$ cat src/rtl/hero_pkg.sv
// Shared screen-state and keypad definitions for the hero game blocks.
// Used by the sequencer, the choose-hero logic and the display blocks.
package hero_pkg;

   localparam int unsigned KEY_W = 5;
   localparam int unsigned CNT_W = 32;

   typedef enum logic [2:0] {
      ST_OFF  = 3'd0,
      ST_WLCM = 3'd1,
      ST_CH   = 3'd2,
      ST_GAME = 3'd3,
      ST_WL   = 3'd4,
      ST_PA   = 3'd5
   } state_t;

   localparam logic [KEY_W-1:0] KEY_POWER   = 5'd15;
   localparam logic [KEY_W-1:0] KEY_CONFIRM = 5'd5;
   localparam logic [KEY_W-1:0] KEY_PAUSE   = 5'd10;

endpackage

$ cat src/rtl/key_edge.sv
// Turns a held keypad press into one registered event carrying the key code.
// A press still held when reset is released produces no event until re-pressed.
module key_edge
   import hero_pkg::*;
(
   input  logic             clk,
   input  logic             rst_n,
   input  logic             keypad_pressed,
   input  logic [KEY_W-1:0] key,
   output logic             evt,
   output logic [KEY_W-1:0] evt_key
);

   logic             r_armed;
   logic             r_prev;
   logic             r_evt;
   logic [KEY_W-1:0] r_key;
   logic             w_rise;

   // The first clock after reset only captures the key level, so a held key looks "already pressed".
   assign w_rise = r_armed & keypad_pressed & ~r_prev;

   // NOTE: sequential state uses non-blocking assignments so every register samples pre-edge values.
   always_ff @(posedge clk or negedge rst_n) begin
      if (!rst_n) begin
         r_armed <= 1'b0;
         r_prev  <= 1'b0;
         r_evt   <= 1'b0;
         r_key   <= '0;
      end else begin
         r_armed <= 1'b1;
         r_prev  <= keypad_pressed;
         r_evt   <= w_rise;
         if (w_rise) r_key <= key;
      end
   end

   assign evt     = r_evt;
   assign evt_key = r_key;

endmodule

$ cat src/rtl/game_sequencer.sv
// Screen sequencer: power-up, welcome, hero choice, game, pause and win/lose
// screens, with life counting and a post-collision invulnerability window.
module game_sequencer
   import hero_pkg::*;
#(
   parameter int unsigned WLCM_CYCLES = 50_000_000,
   parameter int unsigned WL_CYCLES   = 100_000_000,
   parameter int unsigned INV_CYCLES  = 25_000_000,
   parameter int unsigned LIVES_INIT  = 3
) (
   input  logic             clk,
   input  logic             rst_n,
   input  logic             keypad_pressed,
   input  logic [KEY_W-1:0] key,
   input  logic             collision,
   input  logic             goal,
   output logic [2:0]       presente,
   output logic [1:0]       lives,
   output logic             result,
   output logic             invuln,
   output logic             state_entry
);

   localparam logic [CNT_W-1:0] LP_WLCM_LAST = CNT_W'(WLCM_CYCLES - 1);
   localparam logic [CNT_W-1:0] LP_WL_LAST   = CNT_W'(WL_CYCLES - 1);
   localparam logic [CNT_W-1:0] LP_INV_LAST  = CNT_W'(INV_CYCLES - 1);

   state_t           r_state;
   logic             r_state_entry;
   logic [1:0]       r_lives;
   logic             r_result;
   logic             r_invuln;
   logic [CNT_W-1:0] r_dwell;
   logic [CNT_W-1:0] r_inv_cnt;

   logic             w_evt;
   logic [KEY_W-1:0] w_evt_key;
   logic             w_power, w_confirm, w_pause, w_hit;
   logic             w_change, w_start;
   state_t           w_next;

   key_edge u_key_edge (
      .clk           (clk),
      .rst_n         (rst_n),
      .keypad_pressed(keypad_pressed),
      .key           (key),
      .evt           (w_evt),
      .evt_key       (w_evt_key)
   );

   assign w_power   = w_evt && (w_evt_key == KEY_POWER);
   assign w_confirm = w_evt && (w_evt_key == KEY_CONFIRM);
   assign w_pause   = w_evt && (w_evt_key == KEY_PAUSE);
   assign w_hit     = collision && !r_invuln;

   // NOTE: w_next is defaulted before the case so no path leaves it unassigned (no latch).
   always_comb begin
      w_next = r_state;
      case (r_state)
         ST_OFF:  if (w_power) w_next = ST_WLCM;
         ST_WLCM: if (w_power) w_next = ST_OFF;
                  else if (w_confirm || r_dwell == LP_WLCM_LAST) w_next = ST_CH;
         ST_CH:   if (w_power) w_next = ST_OFF;
                  else if (w_confirm) w_next = ST_GAME;
         ST_GAME: if (w_power) w_next = ST_OFF;
                  else if (w_hit) begin
                     if (r_lives <= 2'd1) w_next = ST_WL;
                  end
                  else if (goal) w_next = ST_WL;
                  else if (w_pause) w_next = ST_PA;
         ST_PA:   if (w_power) w_next = ST_OFF;
                  else if (w_pause) w_next = ST_GAME;
         ST_WL:   if (w_power) w_next = ST_OFF;
                  else if (w_confirm || r_dwell == LP_WL_LAST) w_next = ST_CH;
         default: w_next = ST_OFF;
      endcase
   end

   assign w_change = (w_next != r_state);
   assign w_start  = (r_state == ST_CH) && (w_next == ST_GAME);

   always_ff @(posedge clk or negedge rst_n) begin
      if (!rst_n) begin
         r_state       <= ST_OFF;
         r_state_entry <= 1'b0;
         r_lives       <= 2'd0;
         r_result      <= 1'b0;
         r_invuln      <= 1'b0;
         r_dwell       <= '0;
         r_inv_cnt     <= '0;
      end else begin
         r_state       <= w_next;
         r_state_entry <= w_change;

         if (w_change)
            r_dwell <= '0;
         else if ((r_state == ST_WLCM || r_state == ST_WL) && r_dwell != '1)
            r_dwell <= r_dwell + 1'b1;

         if (w_start) begin
            r_lives   <= 2'(LIVES_INIT);
            r_invuln  <= 1'b0;
            r_inv_cnt <= '0;
            r_result  <= 1'b0;
         end else if (r_state == ST_GAME && w_next != ST_OFF) begin
            if (w_hit) begin
               // A fatal hit ends the game, so no invulnerability window is opened.
               r_lives   <= r_lives - 2'd1;
               r_invuln  <= (r_lives != 2'd1);
               r_inv_cnt <= '0;
               r_result  <= 1'b0;
            end else if (w_next == ST_WL) begin
               r_result <= 1'b1;
               r_invuln <= 1'b0;
            end else if (r_invuln) begin
               if (r_inv_cnt >= LP_INV_LAST) r_invuln <= 1'b0;
               else r_inv_cnt <= r_inv_cnt + 1'b1;
            end
         end else if (w_next == ST_OFF) begin
            r_invuln <= 1'b0;
         end
      end
   end

   assign presente    = r_state;
   assign lives       = r_lives;
   assign result      = r_result;
   assign invuln      = r_invuln;
   assign state_entry = r_state_entry;

endmodule

$ cat config.mk
export PLATFORM = sky130hd
export DESIGN_NAME = game_sequencer
export DESIGN_NICKNAME = d
export VERILOG_FILES = /design/src/rtl/hero_pkg.sv /design/src/rtl/key_edge.sv /design/src/rtl/game_sequencer.sv
export SDC_FILE = /design/constraint.sdc
export NUM_CORES = 1
export LEC_CHECK = 0
export CELL_PAD_IN_SITES_DETAIL_PLACEMENT = 1
export CELL_PAD_IN_SITES_GLOBAL_PLACEMENT = 1
export CORE_MARGIN = 2
export CORE_UTILIZATION = 43
export DETAILED_ROUTE_END_ITERATION = 12
export PLACE_DENSITY = 0.79
export SETUP_SLACK_MARGIN = 0.3
export SLEW_MARGIN = 20
export SYNTH_ARGS = -nofsm -noshare
export SYNTH_HDL_FRONTEND = slang
export SYNTH_SLANG_ARGS = --single-unit
$ cat constraint.sdc
create_clock -name clk -period 2.51 [get_ports clk]
set_clock_uncertainty 0.1 [all_clocks]
set_input_delay 0.251 -clock clk [delete_from_list [all_inputs] [get_ports clk]]
set_output_delay 0.251 -clock clk [all_outputs]
set_load 0.005 [all_outputs]
==> results of run 1 <==
-- stage by stage --
step,power [mW],area [um^2],cells
finish,3.57,5760,703
global route,3.67,5760,703
CTS,3.20,5510,696
detailed placement,2.10,5210,678
global placement,2.08,5210,678
floorplan,1.78,4410,474
-- registers in the layout, indices dropped and copies added (netlist names) --
register	count
r_dwell	32
r_inv_cnt	32
u_key_edge.evt_key	5
presente	3
lives	2
invuln	1
result	1
state_entry	1
u_key_edge.evt	1
u_key_edge.r_armed	1
u_key_edge.r_prev	1
-- worst max-delay path by stage --
| stage | from | to | slack, ns |
|---|---|---|---|
| global route | r_dwell[16] | r_inv_cnt[2] | -0.37 |
| finish | r_dwell[8] | r_inv_cnt[2] | -0.27 |
| global placement | r_inv_cnt[0] | r_inv_cnt[13] | -0.15 |
| floorplan | r_dwell[29] | r_inv_cnt[0] | -0.03 |
| detailed placement | r_inv_cnt[0] | r_inv_cnt[13] | -0.25 |
| CTS | r_dwell[8] | r_inv_cnt[0] | -0.12 |
-- synthesized netlist by cell type, drive strengths merged, types with 3 or more instances --
| cell type | count |
|---|---|
| dfrtp | 80 |
| o31ai | 3 |
| buf | 10 |
| o21ai | 20 |
| or2 | 3 |
| and2 | 8 |
| mux2i | 3 |
| a21oi | 4 |
| clkbuf | 12 |
| ha | 3 |
| xor2 | 16 |
| nand4 | 22 |
| nor4 | 8 |
| nand2 | 26 |
| xnor2 | 18 |
| nand2b | 3 |
| nor2 | 68 |
| o311ai | 6 |
| and4 | 5 |
| a31oi | 15 |
| and3 | 11 |
| nor3 | 6 |
| inv | 25 |
| mux2 | 6 |
| nand3 | 47 |
| or3 | 8 |
| o2111ai | 3 |
| a211oi | 3 |
| nor2b | 3 |
-- timing repair --
item                                    in CTS  in global routing
hold buffers                                 1                  0
endpoints found under the setup margin      69                 69
resized for setup                           12                 28
pin swaps                                    4                  5
hold endpoints to repair                    43                  0
buffers inserted                             1                  4
gates cloned                                 0                  3
-- routing by layer --
layer  vias up  global-route usage [%]  part of all wire (%)
li1       1887                       -                     -
met1      2211                    32.1                    42
met2       155                    40.1                    50
met3        47                    3.95                   4.9
met4         0                    8.69                   3.1
met5         -                       0                     0
-- cells by family after synthesis --
logic type	Yosys count
compound gates	72
xor+xnor	34
fa+ha+maj	3
buf+inv	47
flops	80
mux	9
other cells	1
simple gates	228
-- final cells by class --
cell class | instances | area, um^2
Clock buffer | 11 | 141
Inverter | 25 | 93.8
Sequential cell | 80 | 2000
Multi-Input combinational cell | 347 | 2380
Fill cell | 1111 | 4010
Timing Repair Buffer | 102 | 895
Clock inverter | 5 | 80.1
Tap cell | 133 | 166
-- power by group through the flow --
stage | sequential, mW | clock [mW] | combinational [mW]
CTS | 1.40 | 1.11 | 0.695
global route | 1.41 | 1.16 | 1.10
floorplan | 1.42 | 0 | 0.361
detailed placement | 1.42 | 0 | 0.677
global placement | 1.42 | 0 | 0.661
finish | 1.41 | 1.11 | 1.06
==> results list, run 1 <==
* Commonest non-fill, non-tap cells in the layout: sky130_fd_sc_hd__dfrtp_1 (79), sky130_fd_sc_hd__buf_4 (75), sky130_fd_sc_hd__nor2_1 (65)
* Psw: approximately 1.1 mW
* Area of the die: roughly 11000 um^2
* Share of the clock period used by the worst path: 111%
- Outcome: complete, but fails checks
- The worst register-to-register path begins at r_dwell[8].
- Routability-driven placement finished with a final weighted congestion of around 0.88.
- Multiplexer cells account for under 10% of the synthesized area.
* Clock transition at the register clock pins on the worst setup and hold paths after CTS: about 0.090 ns
- In this run, synthesis inferred 0 flip-flops with an integrated enable.
* R2R setup slack: -0.27 ns
- By area the synthesized netlist is led by sky130_fd_sc_hd__dfrtp_1 (46%), sky130_fd_sc_hd__nor2_1 (5.9%), sky130_fd_sc_hd__nand3_1 (5.4%).
- Static power due to leakage: 2.46 nW
- Kind of start point of the critical path: flip-flop
- Input and output buffers added on the ports amount to 17.
- Broken down by cell family, the worst path's largest delay share belongs to simple AND/OR/NAND/NOR gates.
* Via Count: 4300
- Among the stages of the critical path, the cell type that occurs most often is sky130_fd_sc_hd__buf_4.
- In the final layout, the share of cells above drive strength 1 is about 26%.
- Relative slew slack: 58.8%
* Antenna violations before repair: 0
* Ys async rst share: 100%
* Syn avg cell area: roughly 9.1 um^2
* Width of the die: approximately 100 um
- The detail route stage leaves a number of antenna-violating nets equal to 0.
- Global routing used between 20% and 30% of the available tracks.
* Vertical extent of the die: roughly 100 um
- The later pin in the worst-skew pair is clocked with a latency of 0.37 ns.
* Library cell with the largest summed area after synthesis: sky130_fd_sc_hd__dfrtp_1
* Share of the synthesized netlist area taken by xor and xnor gates: under 10%
- Entering global routing, the biggest net connects 45 pins.
* Final WL: ~15000 um
* VDD IR max: about 0.00034 V
- Setup violations remaining at the end of the flow were counted as 68.
- Via density per instance: 6.12
- Yosys warns: 0
- After synthesis, the netlist uses 60 different library cells.
* Average routed wire per standard cell: 21.4 um
- Row Count: 36
- Cell breakdown of the critical path: nor4_2 -> nand4_1 -> or2_4 -> o311a_4 -> buf_4 -> a211oi_2 -> buf_4 -> nand3_1 -> o21ai_1
* Number of max-cap violations: 0
- Worst setup slack after placement: -0.245 ns
- Stage delay of the slowest cell on the critical path: around 0.42 ns
* Worst setup EP type: flip-flop
* Critical-path cell with the highest stage delay: sky130_fd_sc_hd__o311a_4
- Net count reported at finish: 578
- Final number of max-transition violations: 0
- Compound-Gate Fraction of Synth Area: about 12%
- For this run, design rule violations remaining after detail routing come to 0.
- The min-delay analysis places its worst path in the category primary input to flip-flop.
- Sum of overflow across all layers after global routing: 0
- The critical path is of the flip-flop to flip-flop type.
- STA puts the critical path data required time at approximately 2.7 ns.
- The clock drives 80 sinks.
- In this run the number of cells on the critical path is 9.
- Cells fill between 50 and 60% of the core in the end.
- Along the worst hold path, the cell count comes to 1.
- Post-Synthesis Cell Area: 4340 um^2
* Actual slew at the worst max-slew pin: 0.618 ns
* Root cell of the clock tree: sky130_fd_sc_hd__clkbuf_8
- Worst Setup Slack, final: -0.269 ns
- The internal portion of the total power is between 2 and 2.5 mW.
* Adder and majority cell fraction of the synthesized area: 0.866%
- The number of clock buffers added by TritonCTS is 9.
- TritonCTS built the clock tree.
- Min Clock Period, post-route: roughly 2.8 ns
* Area growth from synthesis to layout: 32.8%
- Once the floorplan was initialized, standard cells occupied 44.4% of the core.
* Sequential power share: around 39%
- Sequential cells were found to cover 46.2% of the synthesized design area.
* Worst Reg-to-Reg Cells: 9
* Number of levels in the clock H-tree: 3
* Number of inserted diodes: 0
- HPWL reported at the end of detailed placement: roughly 8700 um
- In this run switching power makes up 32.2% of total power.
* DRT iter0 DRCs: 330
* Number of hold violations in the final report: 0
- Endpoint of the worst register-to-register path: r_inv_cnt[2]
- Buffers and inverters on the worst path: 2
- When the netlist entered floorplanning its net count stood at between 400 and 500.
* Via count of the first global-routing pass: between 4000 and 5000
- In this run, the combinational gates consume about 30% of the power.
* Most common flop cell mapped by yosys: sky130_fd_sc_hd__dfrtp_1
- In this run the standard cell core region covers approximately 9800 um^2.
* Most frequent standard cell in the layout excluding fill and tap cells: sky130_fd_sc_hd__dfrtp_1
- The final reports fail on negative setup slack.
- Maximum operating frequency: around 360 MHz
- Clock Tree Buf Depth: 2
* Count of mapped cells out of synthesis: roughly 470
* Total Neg Setup Slack: -12.73 ns
* Critical hold path startpoint: keypad_pressed
* Top-area cell type share of the netlist area: approximately 46%
- First-pass detailed-route iteration total: 5
* Power per Cell Area: a little over 600 nW/um^2
- Clock Power Share: 31.0%
* Count of state elements after synthesis: 80
- Along the worst path, the maximum fanout reaches 7.
- IO Pins: 18
- Setup repair after global routing missed its margin: true
* Post-synthesis share of cell area spent on and, or, nand and nor gates: a little over a quarter
* Largest family of logic cells by synthesized area: simple AND/OR/NAND/NOR gates
- The path with the worst hold slack has its endpoint at u_key_edge.r_prev.
* Arrival time at the worst endpoint: 2.95 ns
- First-pass GRT wire length: around 21000 um
* Worst hold slack: around 0.26 ns
Note: power is estimated with default switching activity, not from simulation.
==> inputs of run 2 (changes only) <==
--- a/config.mk
+++ b/config.mk
@@ -8,7 +8,7 @@
 export CELL_PAD_IN_SITES_DETAIL_PLACEMENT = 1
 export CELL_PAD_IN_SITES_GLOBAL_PLACEMENT = 1
 export CORE_MARGIN = 2
-export CORE_UTILIZATION = 43
+export CORE_UTILIZATION = 45
 export DETAILED_ROUTE_END_ITERATION = 12
 export PLACE_DENSITY = 0.79
 export SETUP_SLACK_MARGIN = 0.3
==> constraint.sdc (replaced) <==
create_clock -name clk -period 2.6 [get_ports clk]
set_clock_uncertainty 0.1 [all_clocks]
set_input_delay 0.26 -clock clk [delete_from_list [all_inputs] [get_ports clk]]
set_output_delay 0.26 -clock clk [all_outputs]
set_load 0.005 [all_outputs]
==> run 2 against run 1 <==
- hold slack improved by 0.0066 ns
- clock-buffer cell count decreased by 1
- critical path type unchanged
- the run still ends with negative setup slack left
- global-route usage grew 3.9 points
- die area decreased by 4.3%
- sequential power shrank 4%
- non-clock buffer count fell by 11
- fmax fell by 0.75%
==> results list, run 2 (same netlist as run 1, synthesis figures left out) <==
- Tot GR Track Use: 28.2% (was 24.2%)
- The origin of the critical flop-to-flop path was u_key_edge.evt_key[4] (was r_dwell[8]).
* Largest net degree at the start of global routing: 45 (unchanged)
- Commonest non-fill, non-tap cells in the layout: sky130_fd_sc_hd__dfrtp_1 (74), sky130_fd_sc_hd__nor2_1 (65), sky130_fd_sc_hd__buf_4 (64) (was sky130_fd_sc_hd__dfrtp_1 (79), sky130_fd_sc_hd__buf_4 (75), sky130_fd_sc_hd__nor2_1 (65))
- The cell at the slowest stage of the critical path is sky130_fd_sc_hd__a311o_2 (was sky130_fd_sc_hd__o311a_4).
- The number of nets still failing antenna checks after routing came to 0 (unchanged).
- The H-tree level count is 3 (unchanged).
- The number of iterations in the first detailed-routing pass came to 5 (unchanged).
* Arrival time at the worst endpoint: 2.96 ns (was 2.95 ns)
* TritonCTS clock tree: done (unchanged)
* Number of max-cap violations: 0 (unchanged)
* Sum of overflow across all layers after global routing: 0 (unchanged)
* Worst hold slack: 0.267 ns (was 0.261 ns)
- Setup repair after global routing missed its margin: true (unchanged).
* Final number of max-transition violations: 0 (unchanged)
- The critical path launch point type is a flip-flop (unchanged).
- The maximum number of buffers from clock root to sink is 2 (unchanged).
- The residual DRC count is 0 (unchanged).
- The buffer cell driving the clock tree root was sky130_fd_sc_hd__clkbuf_8 (unchanged).
* Footprint of the multi-input gates: 2410 um^2 (was 2380 um^2)
* Post-layout power: 3.24 mW (was 3.57 mW)
- Power per Cell Area: 567 nW/um^2 (was 620 nW/um^2)
- Max Fanout on Critical Path: 9 (was 7)
* Width of the die: 102 um (was 104 um)
* Clock latency on the worst-skew pair: 0.37 ns (about the same)
* Final WL: 15400 um (was 15100 um)
* Area growth from synthesis to layout: 31.7% (was 32.8%)
- The largest vdd supply drop came to 0.000434 V (was 0.000344 V).
- Stage delay of the slowest cell on the critical path: 0.51 ns (was 0.42 ns)
* DRT iter0 DRCs: 299 (was 330)
- The number of input and output port buffers inserted came to 17 (unchanged).
- The pin slew with the least headroom to its limit is 0.611 ns (was 0.618 ns).
- Cell breakdown of the critical path: nand4b_1 -> or3_1 -> o21ai_1 -> nand3_1 -> o311a_4 -> a311o_2 -> and3_4 -> mux2_4 (was nor4_2 -> nand4_1 -> or2_4 -> o311a_4 -> buf_4 -> a211oi_2 -> buf_4 -> nand3_1 -> o21ai_1)
- Antenna violations before repair: 0 (unchanged)
- Via Count: 4247 (was 4300)
- Maximum operating frequency: 357 MHz (was 360 MHz)
- The effective utilization at floorplan came to 46.7% (was 44.4%).
- The count of endpoints failing hold in the final timing report is 0 (unchanged).
- Clock transition at the register clock pins on the worst setup and hold paths after CTS: 0.09 ns (about the same)
* Critical path type: flip-flop to flip-flop (unchanged)
- Final weighted congestion in routability-driven placement: 0.915 (was 0.876)
* Via density per instance: 6.18 (was 6.12)
- Fin util: 61.5% (was 58.9%)
- Violations in the final reports: negative setup slack (unchanged).
* FF+latch area: 2010 um^2 (was 2000 um^2)
- The full die area is 10400 um^2 (was 10900 um^2).
* Via count of the first global-routing pass: 4386 (was 4285)
- The first-pass GRT wire length was 22700 um (was 21400 um).
- HPWL reported at the end of detailed placement: 8250 um (was 8680 um)
* Share of layout cells above drive strength 1: 25.1% (was 25.6%)
* Filler instances: 1042 (was 1111)
* Outcome: complete, but fails checks (unchanged)
- The die height came to 102 um (was 104 um).
* Buffers and inverters on the worst path: 0 (was 2)
- The worst path setup slack after routing was -0.200 ns (was -0.269 ns).
* Share of the clock period used by the worst path: 108% (was 111%)
- The worst min-delay path startpoint was keypad_pressed (unchanged).
* Most frequent standard cell in the layout excluding fill and tap cells: sky130_fd_sc_hd__dfrtp_1 (unchanged)
* Static power due to leakage: 2.43 nW (was 2.46 nW)
* Cell family contributing the most delay on the critical path: simple AND/OR/NAND/NOR gates (unchanged)
- Number of inserted diodes: 0 (unchanged)
* Final setup violation count: 41 (was 68)
- IO Pins: 18 (unchanged)
- The kind of end point of the critical path was a flip-flop (unchanged).
- Relative slew slack: 59.2% (was 58.8%)
* Worst setup startpoint: u_key_edge.evt_key[4] (was r_dwell[8])
* Tightest Hold Check Type: primary input to flip-flop (unchanged)
* Min Clock Period, post-route: 2.80 ns (was 2.78 ns)
- The number of buffers created by CTS came to 9 (unchanged).
* Data required, critical path: 2.76 ns (was 2.68 ns)
- Worst setup slack after placement: -0.107 ns (was -0.245 ns)
- The number of core rows is 35 (was 36).
- The count of nets after finishing was 567 (was 578).
* Total number of clock tree sinks: 80 (unchanged)
- The core footprint came to 9280 um^2 (was 9770 um^2).
- Average routed wire per standard cell: 22.4 um (was 21.4 um)
## run 2: cell count changes in the layout (fill, tap and decap cells not counted), sizes merged
cell | previous run | this run
bufinv | 2 | 3
clkinv | 1 | 0
clkbuf | 13 | 10
buf | 83 | 74
## run 2: repair_timing
action,in CTS,in global routing
cloned,3,0
hold buffers,1,0
endpoints found under the setup margin,68,69
hold endpoints to repair,36,0
buffers inserted,12,5
pin swaps,13,9
resized for setup,29,24
## run 2: layer usage
layer  part of all wire [%]  up-vias  wire length (um)  GRT usage, %
met5                      0        -                 0             0
met4                    2.0        0               311          9.54
met3                    4.2       32               643          4.86
met2                     51      150              7870          47.7
met1                     43     2197              6540          36.7
li1                       -     1868                 -             -
## run 2: worst paths after layout
path,slack [ns],end,cells after the start
worst max-delay path,-0.20,r_inv_cnt[0],8
worst min-delay path,0.27,u_key_edge.r_prev,1
worst max register to register,-0.20,r_inv_cnt[0],8
worst min register to register,0.40,r_inv_cnt[31],1
max in group asynchronous,1.46,presente[2],3
min in group asynchronous,0.30,r_dwell[27],2
## run 2: power by group
| part | internal, mW | leakage (nW) | total [mW] | switching, mW |
|---|---|---|---|---|
| sequential | 1.30 | 1.02 | 1.36 | 0.0537 |
| combinational | 0.296 | 1.30 | 0.718 | 0.423 |
| clock | 0.659 | 0.115 | 1.17 | 0.507 |
## run 2: cell type report
class | count | share of cell area, %
multi-input cells | 347 | 42.1
clock inverters | 5 | 1.84
flip-flops and latches | 80 | 35.2
clock buffers | 10 | 2.41
well taps | 129 | 2.83
inverters | 25 | 1.64
repair buffers | 91 | 14.0
## run 2: worst reg2reg max path, delay by kind of cell, from the launching register on
| kind | cells | cell delay (ns) |
|---|---|---|
| AND/OR/NAND/NOR | 4 | 1.01 |
| AO/OA/AOI/OAI | 3 | 0.93 |
| flip-flops | 1 | 0.40 |
| multiplexers | 1 | 0.26 |
## run 2: through the flow
step | TNS [ns] | area [um^2] | cells
after floorplan | 0 | 4380 | 474
after global placement | 0 | 5030 | 651
after detailed placement | -0.565 | 5030 | 651
after CTS | -0.0504 | 5530 | 682
after global routing | -10.08 | 5710 | 687
final | -4.50 | 5710 | 687
